## src/rtl/fuzz_round_ctrl_pkg.sv

```systemverilog
// Shared types and default limits for the fuzz-round sequencer.
// Holds the FSM state encoding and the default parameter values.
package fuzz_ctrl_pkg;

    typedef enum logic [2:0] {
        ST_RESET  = 3'd0,
        ST_RUN    = 3'd1,
        ST_REPORT = 3'd2,
        ST_RELOAD = 3'd3,
        ST_HALT   = 3'd4
    } fuzz_state_e;

    localparam int unsigned DEF_COV_W       = 30;
    localparam int unsigned DEF_STALL_LIMIT = 1000;
    localparam int unsigned DEF_WDOG_LIMIT  = 50000;
    localparam int unsigned DEF_RST_CYCLES  = 4;
    localparam int unsigned DEF_CNT_W       = 32;

endpackage

```

## src/rtl/fuzz_round_ctrl_stall_monitor.sv

```systemverilog
// Stall and watchdog counters for the RUN phase, plus the registered interrupt.
// Both counters are held at zero outside RUN and cleared on the round-ending edge.
module fuzz_stall_monitor
    import fuzz_ctrl_pkg::*;
#(
    parameter int unsigned COV_W       = DEF_COV_W,
    parameter int unsigned CNT_W       = DEF_CNT_W,
    parameter int unsigned STALL_LIMIT = DEF_STALL_LIMIT,
    parameter int unsigned WDOG_LIMIT  = DEF_WDOG_LIMIT
) (
    input  logic             clock,
    input  logic             reset,
    input  logic             run,
    input  logic             leave,
    input  logic [COV_W-1:0] cov,
    output logic             irq
);

    localparam logic [CNT_W-1:0] STALL_MAX = CNT_W'(STALL_LIMIT);
    localparam logic [CNT_W-1:0] WDOG_MAX  = CNT_W'(WDOG_LIMIT);
    localparam logic [CNT_W-1:0] CNT_ONE   = CNT_W'(1);
    localparam logic [CNT_W-1:0] CNT_ZERO  = CNT_W'(0);

    logic [COV_W-1:0] prev_cov_r;
    logic [CNT_W-1:0] stall_r;
    logic [CNT_W-1:0] wdog_r;
    logic             irq_r;
    logic             stall_hit_s;
    logic             wdog_hit_s;

    assign stall_hit_s = (stall_r >= STALL_MAX);
    assign wdog_hit_s  = (wdog_r >= WDOG_MAX);

    // Previous-cycle coverage, a pure data delay used for change detection.
    always_ff @(posedge clock) begin
        prev_cov_r <= cov;
    end

    // Saturating stall and watchdog counters, live only while in RUN.
    always_ff @(posedge clock) begin
        if (!reset) begin
            stall_r <= CNT_ZERO;
            wdog_r  <= CNT_ZERO;
        end else if (!run || leave) begin
            stall_r <= CNT_ZERO;
            wdog_r  <= CNT_ZERO;
        end else begin
            if (cov != prev_cov_r) begin
                stall_r <= CNT_ZERO;
            end else if (!stall_hit_s) begin
                stall_r <= stall_r + CNT_ONE;
            end else begin
                stall_r <= stall_r;
            end
            if (!wdog_hit_s) begin
                wdog_r <= wdog_r + CNT_ONE;
            end else begin
                wdog_r <= wdog_r;
            end
        end
    end

    // Interrupt lags the counters by one edge; a passing round suppresses it.
    always_ff @(posedge clock) begin
        if (!reset) begin
            irq_r <= 1'b0;
        end else begin
            irq_r <= run && !leave && (stall_hit_s || wdog_hit_s);
        end
    end

    assign irq = irq_r;

endmodule

```

## src/rtl/fuzz_round_ctrl.sv

```systemverilog
// Clocked fuzz-round sequencer: DUT reset, run, coverage report and reload
// handshakes, with a stall/watchdog interrupt raised during RUN.
module fuzz_round_ctrl
    import fuzz_ctrl_pkg::*;
#(
    parameter int unsigned COV_W       = DEF_COV_W,
    parameter int unsigned STALL_LIMIT = DEF_STALL_LIMIT,
    parameter int unsigned WDOG_LIMIT  = DEF_WDOG_LIMIT,
    parameter int unsigned RST_CYCLES  = DEF_RST_CYCLES,
    parameter int unsigned CNT_W       = DEF_CNT_W
) (
    input  logic             clock,
    input  logic             reset,
    input  logic [63:0]      tohost,
    input  logic [COV_W-1:0] cov,
    input  logic             fuzz_en,
    output logic             irq,
    output logic             core_reset,
    output logic             cov_valid,
    output logic [COV_W-1:0] cov_snapshot,
    input  logic             cov_ready,
    input  logic             cov_continue,
    output logic             reload_req,
    input  logic             reload_ack,
    output logic [CNT_W-1:0] round_cnt,
    output logic             halted
);

    localparam logic [CNT_W-1:0] RST_LAST = CNT_W'(RST_CYCLES - 1);
    localparam logic [CNT_W-1:0] CNT_ONE  = CNT_W'(1);
    localparam logic [CNT_W-1:0] CNT_ZERO = CNT_W'(0);

    fuzz_state_e      state_r;
    fuzz_state_e      state_next_s;
    logic [CNT_W-1:0] rst_cnt_r;
    logic [CNT_W-1:0] rst_cnt_next_s;
    logic             capture_s;
    logic             run_s;
    logic             core_reset_r;
    logic             cov_valid_r;
    logic             reload_req_r;
    logic             halted_r;
    logic [COV_W-1:0] cov_snapshot_r;
    logic [CNT_W-1:0] round_cnt_r;
    logic             tohost_unused_s;

    // Only the pass bit of tohost drives the sequencer.
    assign tohost_unused_s = ^tohost[63:1];

    assign run_s = (state_r == ST_RUN);

    fuzz_stall_monitor #(
        .COV_W       (COV_W),
        .CNT_W       (CNT_W),
        .STALL_LIMIT (STALL_LIMIT),
        .WDOG_LIMIT  (WDOG_LIMIT)
    ) u_monitor (
        .clock (clock),
        .reset (reset),
        .run   (run_s),
        .leave (capture_s),
        .cov   (cov),
        .irq   (irq)
    );

    // Next-state logic; handshakes complete in the cycle ready/ack is seen.
    always_comb begin
        state_next_s   = state_r;
        rst_cnt_next_s = rst_cnt_r;
        capture_s      = 1'b0;
        case (state_r)
            ST_RESET: begin
                if (rst_cnt_r >= RST_LAST) begin
                    state_next_s   = ST_RUN;
                    rst_cnt_next_s = CNT_ZERO;
                end else begin
                    rst_cnt_next_s = rst_cnt_r + CNT_ONE;
                end
            end
            ST_RUN: begin
                if (tohost[0]) begin
                    state_next_s = ST_REPORT;
                    capture_s    = 1'b1;
                end else begin
                    state_next_s = ST_RUN;
                end
            end
            ST_REPORT: begin
                if (cov_ready) begin
                    if (cov_continue && fuzz_en) begin
                        state_next_s = ST_RELOAD;
                    end else begin
                        state_next_s = ST_HALT;
                    end
                end else begin
                    state_next_s = ST_REPORT;
                end
            end
            ST_RELOAD: begin
                if (reload_ack) begin
                    state_next_s   = ST_RESET;
                    rst_cnt_next_s = CNT_ZERO;
                end else begin
                    state_next_s = ST_RELOAD;
                end
            end
            ST_HALT: begin
                state_next_s = ST_HALT;
            end
            default: begin
                state_next_s   = ST_RESET;
                rst_cnt_next_s = CNT_ZERO;
            end
        endcase
    end

    // State register with outputs decoded from the next state so they are registered.
    always_ff @(posedge clock) begin
        if (!reset) begin
            state_r        <= ST_RESET;
            rst_cnt_r      <= CNT_ZERO;
            core_reset_r   <= 1'b1;
            cov_valid_r    <= 1'b0;
            reload_req_r   <= 1'b0;
            halted_r       <= 1'b0;
            cov_snapshot_r <= {COV_W{1'b0}};
            round_cnt_r    <= CNT_ZERO;
        end else begin
            state_r      <= state_next_s;
            rst_cnt_r    <= rst_cnt_next_s;
            core_reset_r <= (state_next_s != ST_RUN);
            cov_valid_r  <= (state_next_s == ST_REPORT);
            reload_req_r <= (state_next_s == ST_RELOAD);
            halted_r     <= (state_next_s == ST_HALT);
            if (capture_s) begin
                cov_snapshot_r <= cov;
                round_cnt_r    <= round_cnt_r + CNT_ONE;
            end else begin
                cov_snapshot_r <= cov_snapshot_r;
                round_cnt_r    <= round_cnt_r;
            end
        end
    end

    assign core_reset   = core_reset_r;
    assign cov_valid    = cov_valid_r;
    assign reload_req   = reload_req_r;
    assign halted       = halted_r;
    assign cov_snapshot = cov_snapshot_r;
    assign round_cnt    = round_cnt_r;

endmodule

```

## config.mk

```make
export PLATFORM = sky130hd
export DESIGN_NAME = fuzz_round_ctrl
export DESIGN_NICKNAME = d
export VERILOG_FILES = /design/src/rtl/fuzz_round_ctrl_pkg.sv /design/src/rtl/fuzz_round_ctrl_stall_monitor.sv /design/src/rtl/fuzz_round_ctrl.sv
export SDC_FILE = /design/constraint.sdc
export NUM_CORES = 1
export LEC_CHECK = 0
export ABC_AREA = 1
export BUFFER_PORTS_ARGS = -buffer_cell sky130_fd_sc_hd__buf_2
export CAP_MARGIN = 30
export CORE_UTILIZATION = 59
export CTS_CLUSTER_DIAMETER = 100
export DETAILED_ROUTE_END_ITERATION = 6
export GPL_ROUTABILITY_DRIVEN = 0
export PLACE_DENSITY = 0.85
export SYNTH_ARGS = -nofsm -noshare
export SYNTH_HDL_FRONTEND = slang
export SYNTH_SLANG_ARGS = --single-unit
export TNS_END_PERCENT = 20
```

## constraint.sdc

```tcl
create_clock -name clock -period 3.9 [get_ports clock]
set_input_delay 0.78 -clock clock [delete_from_list [all_inputs] [get_ports clock]]
set_output_delay 0.78 -clock clock [all_outputs]
set_load 0.01 [all_outputs]
```

Word-level counts from Yosys, hierarchy flattened --
Cells that the tools add are included. Widths: inputs -> output; s select.
Storage, ports and cells: register bits after elaboration 196, bits of input ports 100, output and inout bits 67
Operators by class: $add $sub $neg 4, $lt $le $gt $ge 3, equal/unequal tests 10, multiplexer cells 11, bitwise operators 2, reduce and logical (&&, ||, !) cells 12
Operator list (count):
- $add 32x1->32 const B | 4
- $pmux 32 s3 | 1
- $mux 32 | 2
- $ge 32x10->1 const B | 1
- $ge 32x16->1 const B | 1
- $ge 32x2->1 const B | 1
- $ne 30x30->1 | 1
- $pmux 3 s5 | 1
- $eq 3x2->1 const B | 4
- $mux 3 | 3
- $eq 3x3->1 const B | 2
- $reduce_or 3->1 | 2
- $mux 2 | 2
- $eq 3x1->1 const B | 1
- $logic_and 1x1->1 | 3
- $logic_not 3->1 | 1
- $ne 3x1->1 const B | 1
- $logic_not 1->1 | 2
- $logic_or 1x1->1 | 2
- $mux 1 | 2
- $ne 2x2->1 const B | 1
- $not 1->1 | 2
- $reduce_and 2->1 | 1
- $reduce_or 2->1 | 1

Longest topological paths before layout --
depth after elaboration 5, gate-level depth with buffers 11, mapped depth without buffers 10

By module --
A second synthesis with hierarchy kept.
Second synthesis, totals: cells, all modules 1164, area, all modules 8374.3 µm²
By module, submodules not included:
- fuzz_round_ctrl | times used 1, cells each 614, area an instance 4428.0 µm², seq. area each 2021.9 µm²
- fuzz_stall_monitor | times used 1, cells each 550, area an instance 3946.3 µm², seq. area each 1901.8 µm²

Worst setup path before layout --
No wires, ideal clock.
path kind input to register, start input cov[27], end register u_monitor.stall_r[20], data arrival time 1.749 ns, required time 3.839 ns, setup slack 2.090 ns, cell stages on the path 7, path through or2_1 -> a21oi_2 -> nand3_2 -> nor2_4 -> nand2_4 -> buf_12 -> nor2_4
Between the ends: cells in the longest elaborated chain, start to end 2
RTL lines:
- from (decl) | line fuzz_round_ctrl.sv:15 | input logic [COV_W-1:0] cov,
- $ne 30x30->1 | line fuzz_round_ctrl_stall_monitor.sv:48 | if (cov != prev_cov_r) begin
- $reduce_or 3->1 (no line)
- to (signal assigned) | line fuzz_round_ctrl_stall_monitor.sv:51 | stall_r <= stall_r + CNT_ONE;
- to (signal assigned) | line fuzz_round_ctrl_stall_monitor.sv:53 | stall_r <= stall_r;
- to (decl) | line fuzz_round_ctrl_stall_monitor.sv:25 | logic [CNT_W-1:0] stall_r;
Every way passes these cells. A chain may end at the register's enable or synchronous reset.

Worst setup path after layout --
start register state_r[1], end register u_monitor.stall_r[2]
Between the ends: cells in the longest elaborated chain, start to end 4
RTL lines:
- from (decl) | line fuzz_round_ctrl.sv:33 | fuzz_state_e state_r;
- from (signal assigned) | line fuzz_round_ctrl.sv:129 | state_r <= state_next_s;
- $eq 3x1->1 * | line fuzz_round_ctrl.sv:50, fuzz_round_ctrl.sv:71
- $mux 1 / $logic_not 1->1 (equally long branches) | line fuzz_round_ctrl.sv:71, fuzz_round_ctrl_stall_monitor.sv:44
- $logic_or 1x1->1 * | line fuzz_round_ctrl_stall_monitor.sv:44 | end else if (!run || leave) begin
- $reduce_or 3->1 (no line) *
Every way passes the cells marked *; elsewhere a longest branch is shown, timed or not.

==> run metrics <==
Clock Sinks=196; grt ovf=0; commonest non-fill, non-tap cell in the layout=nand2_1; starting density of the core=0.604; placed insts=1367; post-synthesis sequential area ratio=0.470; Crit-path slowest cell=nand2_4; IO Count=167; CTS buffer count=17; Worst Path Max Fanout=34; LEAKAGE=0.00385 µW; worst hold path class=flip-flop to flip-flop; post-CTS resize count=0; P&R area growth vs syn=14.0%; synth top area cells=dfxtp_1, nand2_1, inv_1; top_reg_cell synth=dfxtp_1; Final Cell Area=9520 µm²; CTS tree=yes; clock edge transition at the registers on the reported setup and hold paths=60 ps; CTS Root Cell=clkbuf_16; Routed WL=16900 µm; layout cell share with drive strength beyond 1=0.182; Max Cap Viol=0; Rel. slew slack=0.505; DR top layer=met4; type of origin of the critical path=flip-flop; maximum buffer depth of the clock tree=2; Synth top area share=0.470; Synth Instances=1109; post-synthesis instance area=8350 µm²; commonest non-fill, non-tap cells in the layout=nand2_1, dfxtp_1, inv_1; cell mode on critical path=nor2_2; initial antenna violation count=0; remaining antenna violation count=0; setup_tns=0 ps; Vias/cell=4.99; WS Path Type=flip-flop to flip-flop; measured slew at the worst slew-check pin=743 ps; worst skew pair latency=440 ps; first-pass GRT wire length=28400 µm; number of remaining DRC errors=0; drt wl/cell=12.1 µm; utilization after layout=0.689; Post-CTS Setup Bufs=0; Syn. warnings=0; Die X-Extent=121 µm; via count=6981; Tcrit/Tclk final=0.497; PortBufs=103; Top delay family on crit path=simple AND/OR/NAND/NOR gates; final slew viol count=0; Slowest Stage Delay on Critical Path=510 ps; min Tclk post-route=1940 ps; DP HPWL=11500 µm; unrepaired setup endpoints after global routing=no; Seq cells post-synth=196; fillers=1127; CP required=4200 ps; syn nets=1215; Cell Area, Placed=8960 µm²; FMAX=0.515 GHz; Synth async-reset ratio=0; height of the die=121 µm; Final setup viols=0; worst path buffer plus inverter count=1; Setup Skew=6.08 ps; site row count=43; status=finished, final reports clean; WP data arrival=2240 ps; Peak VDD IR=0.336 mV; GRT Resource Usage Total=0.244; Final Hold Vio Count=0; H-tree levels=4; area leader, netlist=dfxtp_1; Metal-1 WL=7640 µm; cts hold-fix bufs=0; largest net degree at the start of global routing=70; DR iter-0 viols=374; vias in the first global route=6370; TritonRoute pass-1 iters=5; Netlist cell types=36; worst hold slack=432 ps; Core Area=13800 µm²; Non-Filler Instances=1400; WL met3=1060 µm; Syn Area/Cell=7.53 µm²; Power per Cell Area=414 nW/µm²; number of flops mapped to enable cells by yosys=0; full die area=14600 µm²; met2 WL post-DR=7980 µm; CP cell instances=nor2_2, nand2_1, nor2_2, nand2_2, buf_4, nor2_8, nand2_4, nor2_1; Crit. End Element=flip-flop; # nets final=1312
## logic make-up after synthesis
kind of cell	after synthesis	share of synthesized area
DFF	196	0.470
and+or+nand+nor	567	0.317
xor gates and xnor gates	33	0.0346
AOI/OAI and AO/OA	113	0.0752
adders and majority gates	6	0.00899
buffers and inverters	194	0.0948
## tightest hold or removal path, stage by stage (launching register included)
cell and delay [ps]:
dfxtp_1 310, inv_1 50, nor2_1 30
## synth_stat cells (2+ instances only)
master,count
xor2_1,20
buf_12,2
nand3b_1,9
nor3_2,4
buf_1,2
inv_2,9
nand3_2,3
a21oi_1,68
dfxtp_1,196
xnor2_1,13
buf_4,2
nor2_1,133
buf_2,10
ha_1,6
o21a_1,3
nand4_1,21
nor2_4,26
nor2_2,10
nand2_1,269
nand3_1,29
nor3_1,42
o21ai_0,28
a21oi_2,11
clkbuf_1,13
nand2_2,16
inv_1,154
## stage by stage
stage / worst slack [ps] / total power (µW)
final: 1960 / 3950
after global routing: 1810 / 4090
after CTS: 1930 / 3970
after detailed placement: 1570 / 2340
after global placement: 1610 / 2330
after floorplan: 2090 / 2260
## metal layers
layer | track usage | up-vias
li1 | - | 3626
met3 | 0.0747 | 20
met2 | 0.408 | 167
met4 | 0.0818 | 0
met1 | 0.297 | 3168
met5 | 0 | -
## cell type report
cell class	instances	area [µm²]	area share
clock buffer	20	457	0.0480
sequential	196	3920	0.412
antenna	1	2.50	0.000263
tap	180	225	0.0237
inverter	164	616	0.0647
timing repair buffer	108	553	0.0581
clock inverter	12	106	0.0112
multi-input combinational	719	3640	0.382
## where the power goes
group	switching (µW)	internal, µW	leakage [µW]	total [µW]
registers	23.2	2050	0.00159	2070
clock network	742	912	0.000268	1650
logic	144	78.4	0.00200	223
total	910	3040	0.00385	3950
## registers in the layout, indices dropped and copies added (netlist names), 3 cells and up
signal / flops
round_cnt: 32
rst_cnt_r: 32
u_monitor.stall_r: 32
u_monitor.wdog_r: 32
cov_snapshot: 30
u_monitor.prev_cov_r: 30
state_r: 3
## worst paths after layout
kind,startpoint,endpoint,slack [ps],cells after the start
hold / removal,u_monitor.wdog_r[27]$_SDFFE_PP0N_,u_monitor.wdog_r[27]$_SDFFE_PP0N_,430,2
hold reg to reg,u_monitor.wdog_r[27]$_SDFFE_PP0N_,u_monitor.wdog_r[27]$_SDFFE_PP0N_,430,2
setup reg to reg,state_r[1]$_SDFF_PN0_,u_monitor.stall_r[2]$_SDFFE_PP0P_,1960,8
setup / recovery,state_r[1]$_SDFF_PN0_,u_monitor.stall_r[2]$_SDFFE_PP0P_,1960,8
Note: power is estimated with default switching activity, not from simulation.
